`src/rtl/fifo_read_drain.sv`:
```
// fifo_read_drain
// Read-side drain engine for a synchronous FIFO (or the read-clock side of an
// async FIFO). Issues rd strobes while data is available and there is room,
// absorbs the FIFO's one-cycle read latency, and re-presents words downstream
// through a 2-entry buffer with a valid/ready handshake. Counts delivered words.
//
// Ports:
//   clk        clock (read clock for async FIFOs)
//   rst_n      asynchronous active-low reset
//   en         drain enable; low stops new rd strobes
//   empty      FIFO empty flag
//   Rdata      FIFO read data, valid the cycle after an accepted rd
//   rd         FIFO read strobe (combinational)
//   out_data   head word of the output buffer
//   out_valid  output buffer non-empty
//   out_ready  downstream accepts out_data this cycle
//   words_out  delivered-word count, wraps
//   busy       read in flight or buffer occupied
module fifo_read_drain #(
  parameter int DATA_WIDTH = 8,
  parameter int CNT_WIDTH  = 16
) (
  input  logic                  clk,
  input  logic                  rst_n,
  input  logic                  en,
  input  logic                  empty,
  input  logic [DATA_WIDTH-1:0] Rdata,
  output logic                  rd,
  output logic [DATA_WIDTH-1:0] out_data,
  output logic                  out_valid,
  input  logic                  out_ready,
  output logic [CNT_WIDTH-1:0]  words_out,
  output logic                  busy
);

  logic                  inflight;
  logic                  head;
  logic [1:0]            occ;
  logic [DATA_WIDTH-1:0] buf_mem [2];

  logic                  pop;
  logic [1:0]            level;
  logic                  wr_idx;

  always_comb begin
    pop    = (occ != 2'd0) && out_ready;
    // occ + inflight never exceeds 2 and pop implies occ >= 1, so 2 bits suffice
    level  = occ + 2'(inflight) - 2'(pop);
    wr_idx = head ^ occ[0];
    // rst_n gates rd so the FIFO sees no strobe while reset is held
    rd     = rst_n && en && !empty && (level < 2'd2);
  end

  assign out_valid = (occ != 2'd0);
  assign out_data  = buf_mem[head];
  assign busy      = inflight || (occ != 2'd0);

  always_ff @(posedge clk or negedge rst_n) begin
    if (!rst_n) begin
      inflight  <= 1'b0;
      head      <= 1'b0;
      occ       <= 2'd0;
      words_out <= '0;
      for (int unsigned i = 0; i < 2; i++) begin
        buf_mem[i] <= '0;
      end
    end else begin
      inflight <= rd;
      // push lands behind the current contents; with a simultaneous pop the
      // head moves onto the older word, so ordering is preserved
      if (inflight) begin
        buf_mem[wr_idx] <= Rdata;
      end
      if (pop) begin
        head      <= ~head;
        words_out <= words_out + CNT_WIDTH'(1);
      end
      occ <= level;
    end
  end

endmodule

```
`config.mk`:
```
export PLATFORM = sky130hd
export DESIGN_NAME = fifo_read_drain
export DESIGN_NICKNAME = d
export VERILOG_FILES = /design/src/rtl/fifo_read_drain.sv
export SDC_FILE = /design/constraint.sdc
export NUM_CORES = 1
export LEC_CHECK = 0
export ABC_AREA = 1
export CORE_MARGIN = 4
export CORE_UTILIZATION = 40
export DETAILED_ROUTE_END_ITERATION = 7
export HOLD_SLACK_MARGIN = 0.06
export PLACE_DENSITY = 0.72
export SETUP_SLACK_MARGIN = 0.1
export SLEW_MARGIN = 20
export SYNTH_ARGS = -nofsm -noshare
export SYNTH_HDL_FRONTEND = slang
export SYNTH_SLANG_ARGS = --single-unit
```
`constraint.sdc`:
```
create_clock -name clk -period 2 [get_ports clk]
set_clock_uncertainty 0.2 [all_clocks]
set_input_delay 0.4 -clock clk [delete_from_list [all_inputs] [get_ports clk]]
set_output_delay 0.4 -clock clk [all_outputs]
set_load 0.01 [all_outputs]
```
==> metrics.txt <==
# TYPE chip_impl_metric gauge
chip_impl_info{name="status",value="finished, violations left"} 1
chip_impl_info{name="failed_checks",value="negative setup slack"} 1
chip_impl_info{name="worstSetupPathType",value="reg2out"} 1
chip_impl_metric{name="design.die.area",unit="sq um"} 5440
chip_impl_metric{name="nNetsFinal",unit=""} 308
chip_impl_metric{name="grt_pass1_vias",unit=""} 1667
chip_impl_metric{name="clock_insertion_delay_worst_skew",unit="ns"} 0.28
chip_impl_metric{name="tightestPinTransition",unit="ns"} 0.500
chip_impl_metric{name="period_utilization",unit="%"} 116
chip_impl_metric{name="timing.final.hold_violations",unit=""} 0
chip_impl_metric{name="number_of_diodes",unit=""} 0
chip_impl_metric{name="synth_enable_flop_cells",unit=""} 0
chip_impl_metric{name="remaining_overflow_grt",unit=""} 0
chip_impl_metric{name="dpl_worst_slack",unit="ns"} -0.869
chip_impl_metric{name="timing.critical_path.required",unit="ns"} 1.40
chip_impl_metric{name="fin_worst_hold_slack",unit="ns"} 0.277
chip_impl_metric{name="placedCellCount",unit=""} 304
chip_impl_metric{name="cp_slowest_stage_delay",unit="ns"} 0.41
chip_impl_metric{name="finalNonFillerCells",unit=""} 343
chip_impl_info{name="synth_largest_area_cell",value="dfrtp_1"} 1
chip_impl_metric{name="crit_fanout",unit=""} 2
chip_impl_metric{name="post_detailed_placement_half_perimeter_wirelength",unit="mm"} 2.62
chip_impl_metric{name="slew-limit-headroom",unit="%"} 66.4
chip_impl_info{name="cpLargestDelayFamily",value="adder cells"} 1
chip_impl_metric{name="syn-instance-count",unit=""} 208
chip_impl_metric{name="clock_pin_slew_on_the_worst_setup_and_hold_paths",unit="ns"} 0.07
chip_impl_info{name="synth.most_common_cell",value="nand2_1"} 1
chip_impl_metric{name="synth.lib_cells_used.distinct",unit=""} 18
chip_impl_info{name="leading_cell_types_by_count_after_synthesis",value="nand2_1, dfrtp_1, inv_1"} 1
chip_impl_metric{name="ys_seq_area_share",unit="%"} 52.1
chip_impl_info{name="crit_slowest_cell",value="dfrtp_1"} 1
chip_impl_metric{name="detail_route.vias_per_cell",unit=""} 4.71
chip_impl_metric{name="final_period_minus_worst_setup_slack",unit="ns"} 2.31
chip_impl_metric{name="grt_antenna_before_repair",unit=""} 0
chip_impl_info{name="synth_area_leaders",value="dfrtp_1, nand2_1, inv_1"} 1
chip_impl_metric{name="first_pass_grt_wire_length",unit="mm"} 7.20
chip_impl_metric{name="finalSetupViolCount",unit=""} 3
chip_impl_metric{name="gp_routability_congestion",unit=""} 0.768
chip_impl_metric{name="layout-drive-gt1-share",unit="%"} 29.0
chip_impl_metric{name="drt_first_iter_violations",unit=""} 98
chip_impl_metric{name="cts-buffers-inserted",unit=""} 5
chip_impl_metric{name="max-clock-path-buffers",unit=""} 2
chip_impl_metric{name="syn_avg_cell_area",unit="sq um"} 8.31
chip_impl_metric{name="timing.fmax",unit="MHz"} 432
chip_impl_metric{name="synthArstFlopShare",unit="%"} 100
chip_impl_info{name="ctsRootBufferMaster",value="clkbuf_8"} 1
chip_impl_info{name="grt_setup_unrepaired",value="yes"} 1
chip_impl_metric{name="worst-r2r-setup-slack",unit="ns"} 0.19
chip_impl_info{name="critical_path_cell_list",value="nor2_4 > nor2_4 > ha_4 > inv_2 > ha_4 > xnor2_2 > nor2_2 > buf_2"} 1
chip_impl_metric{name="core_occupancy_in_the_finished_layout",unit="%"} 65.0
chip_impl_metric{name="ioPinCount",unit=""} 40
chip_impl_metric{name="dieHeight",unit="um"} 73.8
chip_impl_info{name="type_of_destination_of_the_critical_path",value="primary output"} 1
chip_impl_metric{name="die_width",unit="um"} 73.8
chip_impl_info{name="critPathLaunchType",value="flop"} 1
chip_impl_metric{name="postSynthNetCount",unit=""} 224
chip_impl_metric{name="cts.hold.buffers_added",unit=""} 0
chip_impl_metric{name="power_per_cell_area",unit="nW/um^2"} 1340
chip_impl_metric{name="synth_area",unit="sq um"} 1730
chip_impl_metric{name="clkSinkCount",unit=""} 36
chip_impl_metric{name="global_route.usage.total",unit="%"} 17.3
chip_impl_metric{name="timing.final.ws_setup",unit="ns"} -0.312
chip_impl_metric{name="worst_ep_arrival_time",unit="ns"} 1.71
chip_impl_metric{name="cap_viol_max_count",unit=""} 0
chip_impl_metric{name="route.detailed.wl_per_inst",unit="um"} 13.0
chip_impl_metric{name="port_buf_inserts",unit=""} 39
chip_impl_metric{name="floorplan.rows",unit=""} 23
chip_impl_metric{name="report.power.total",unit="mW"} 3.57
chip_impl_metric{name="post-synth-top-area-fraction",unit="%"} 52.1
chip_impl_metric{name="flop_and_latch_count_out_of_synthesis",unit=""} 36
chip_impl_metric{name="maxSlewViolCount",unit=""} 0
chip_impl_metric{name="pin_count_of_the_biggest_net_entering_global_routing",unit=""} 37
chip_impl_metric{name="drtAntennaViolNets",unit=""} 0
chip_impl_metric{name="route.vias.total",unit=""} 1617
chip_impl_metric{name="drt-pass1-iter-count",unit=""} 4
chip_impl_metric{name="core_area",unit="sq um"} 4090
chip_impl_info{name="cts_tree",value="yes"} 1
chip_impl_metric{name="initial_standard_cell_utilization_of_the_core",unit="%"} 42.3
chip_impl_metric{name="drt-total-wl",unit="mm"} 4.46
chip_impl_metric{name="post-route-drc-count",unit=""} 0
chip_impl_metric{name="power.leakage",unit="nW"} 1.35
chip_impl_info{name="min_path_type",value="reg2reg"} 1
chip_impl_metric{name="yosysWarnings",unit=""} 0
chip_impl_metric{name="ctsHtreeMaxLevel",unit=""} 2
chip_impl_metric{name="syn2layout_area_growth",unit="%"} 53.5
chip_impl_metric{name="ir_drop_worst_vdd",unit="mV"} 0.793
chip_impl_info{name="dominantRegCellSynth",value="dfrtp_1"} 1
chip_impl_metric{name="crit_buf_inv",unit=""} 2
==> metrics by stage <==
step	setup TNS (ns)	area [sq um]
finish	-0.356	2660
CTS	-0.417	2490
global placement	-1.37	2250
detailed placement	-1.42	2250
floorplan	0	1740
global route	-0.580	2660
==> power breakdown <==
| part | switching [mW] | total [mW] | internal (mW) |
|---|---|---|---|
| Sequential | 0.181 | 1.17 | 0.990 |
| Combinational | 0.899 | 1.88 | 0.978 |
| Clock | 0.242 | 0.523 | 0.281 |
==> tightest hold or removal path: stages, from the launching register on <==
cell     delay (ns)
dfrtp_1        0.35
nand2_1        0.05
nand2_1        0.04
==> sequential cells by signal (all words and copies together), names as in the netlist <==
name and cells:
occ 2, head 1, inflight 1, buf_mem 16
words_out 16
==> path summary, 6_finish.rpt <==
| check | depth (start not counted) | to | startpoint |
|---|---|---|---|
| min in group asynchronous | 2 | buf_mem[3]$_DFFE_PN0P_ | rst_n |
| worst min register to register | 2 | buf_mem[13]$_DFFE_PN0P_ | buf_mem[13]$_DFFE_PN0P_ |
| max in group asynchronous | 2 | head$_DFFE_PN0P_ | rst_n |
| worst max register to register | 9 | inflight$_DFF_PN0_ | occ[1]$_DFF_PN0_ |
| worst min-delay path | 2 | buf_mem[13]$_DFFE_PN0P_ | buf_mem[13]$_DFFE_PN0P_ |
| worst max-delay path | 8 | rd | occ[1]$_DFF_PN0_ |
==> cell families after synthesis <==
logic type | count (synthesis) | synth area share (%)
AOI/OAI and AO/OA | 18 | 5.21
buffers and inverters | 31 | 6.95
DFF | 36 | 52.1
adders and majority gates | 3 | 2.17
xor gates and xnor gates | 14 | 7.53
and+or+nand+nor | 106 | 26.0
==> metal layers <==
layer	vias to the layer above	global-route usage, %	share of wire, %
li1	812	-	-
met1	756	21.4	44
met2	42	28.1	50
met3	7	5.06	5.4
met4	0	7.04	1.1
met5	-	0	0
==> cell usage in the layout, fill, tap and decap left out <==
cell	n
nand2_4	1
inv_1	25
dlygate4sd2_1	1
dfrtp_1	33
nand4_1	2
ha_4	2
o21ai_2	4
nand2_1	58
nand3_1	16
buf_2	11
clkdlybuf4s50_1	23
nor2_4	3
nand3b_1	2
buf_6	13
ha_1	1
clkinvlp_4	3
nand2_2	7
clkbuf_8	6
buf_4	26
xor2_1	7
inv_2	2
xnor2_2	2
o21ai_1	7
clkbuf_1	2
nor2_2	2
dfrtp_2	3
o21ai_0	7
xnor2_1	5
dlymetal6s2s_1	4
nor2_1	15
==> layout make-up <==
cell class              instances  area (sq um)
repair inverters                2          15.0
fillers                       341          1430
well taps                      50          62.6
multi-input cells             141           788
repair buffers                 78           686
inverters                      28           109
flip-flops and latches         36           905
clock buffers                   8          90.1
==> what timing repair did <==
| action | 4_1_cts | 5_1_grt |
|---|---|---|
| setup endpoints to repair | 13 | 29 |
| setup buffers | 14 | 16 |
| cloned | 2 | 0 |
| gates resized for setup | 65 | 28 |
| pin swaps | 6 | 5 |
No activity file was read; power rests on OpenSTA's default activity.
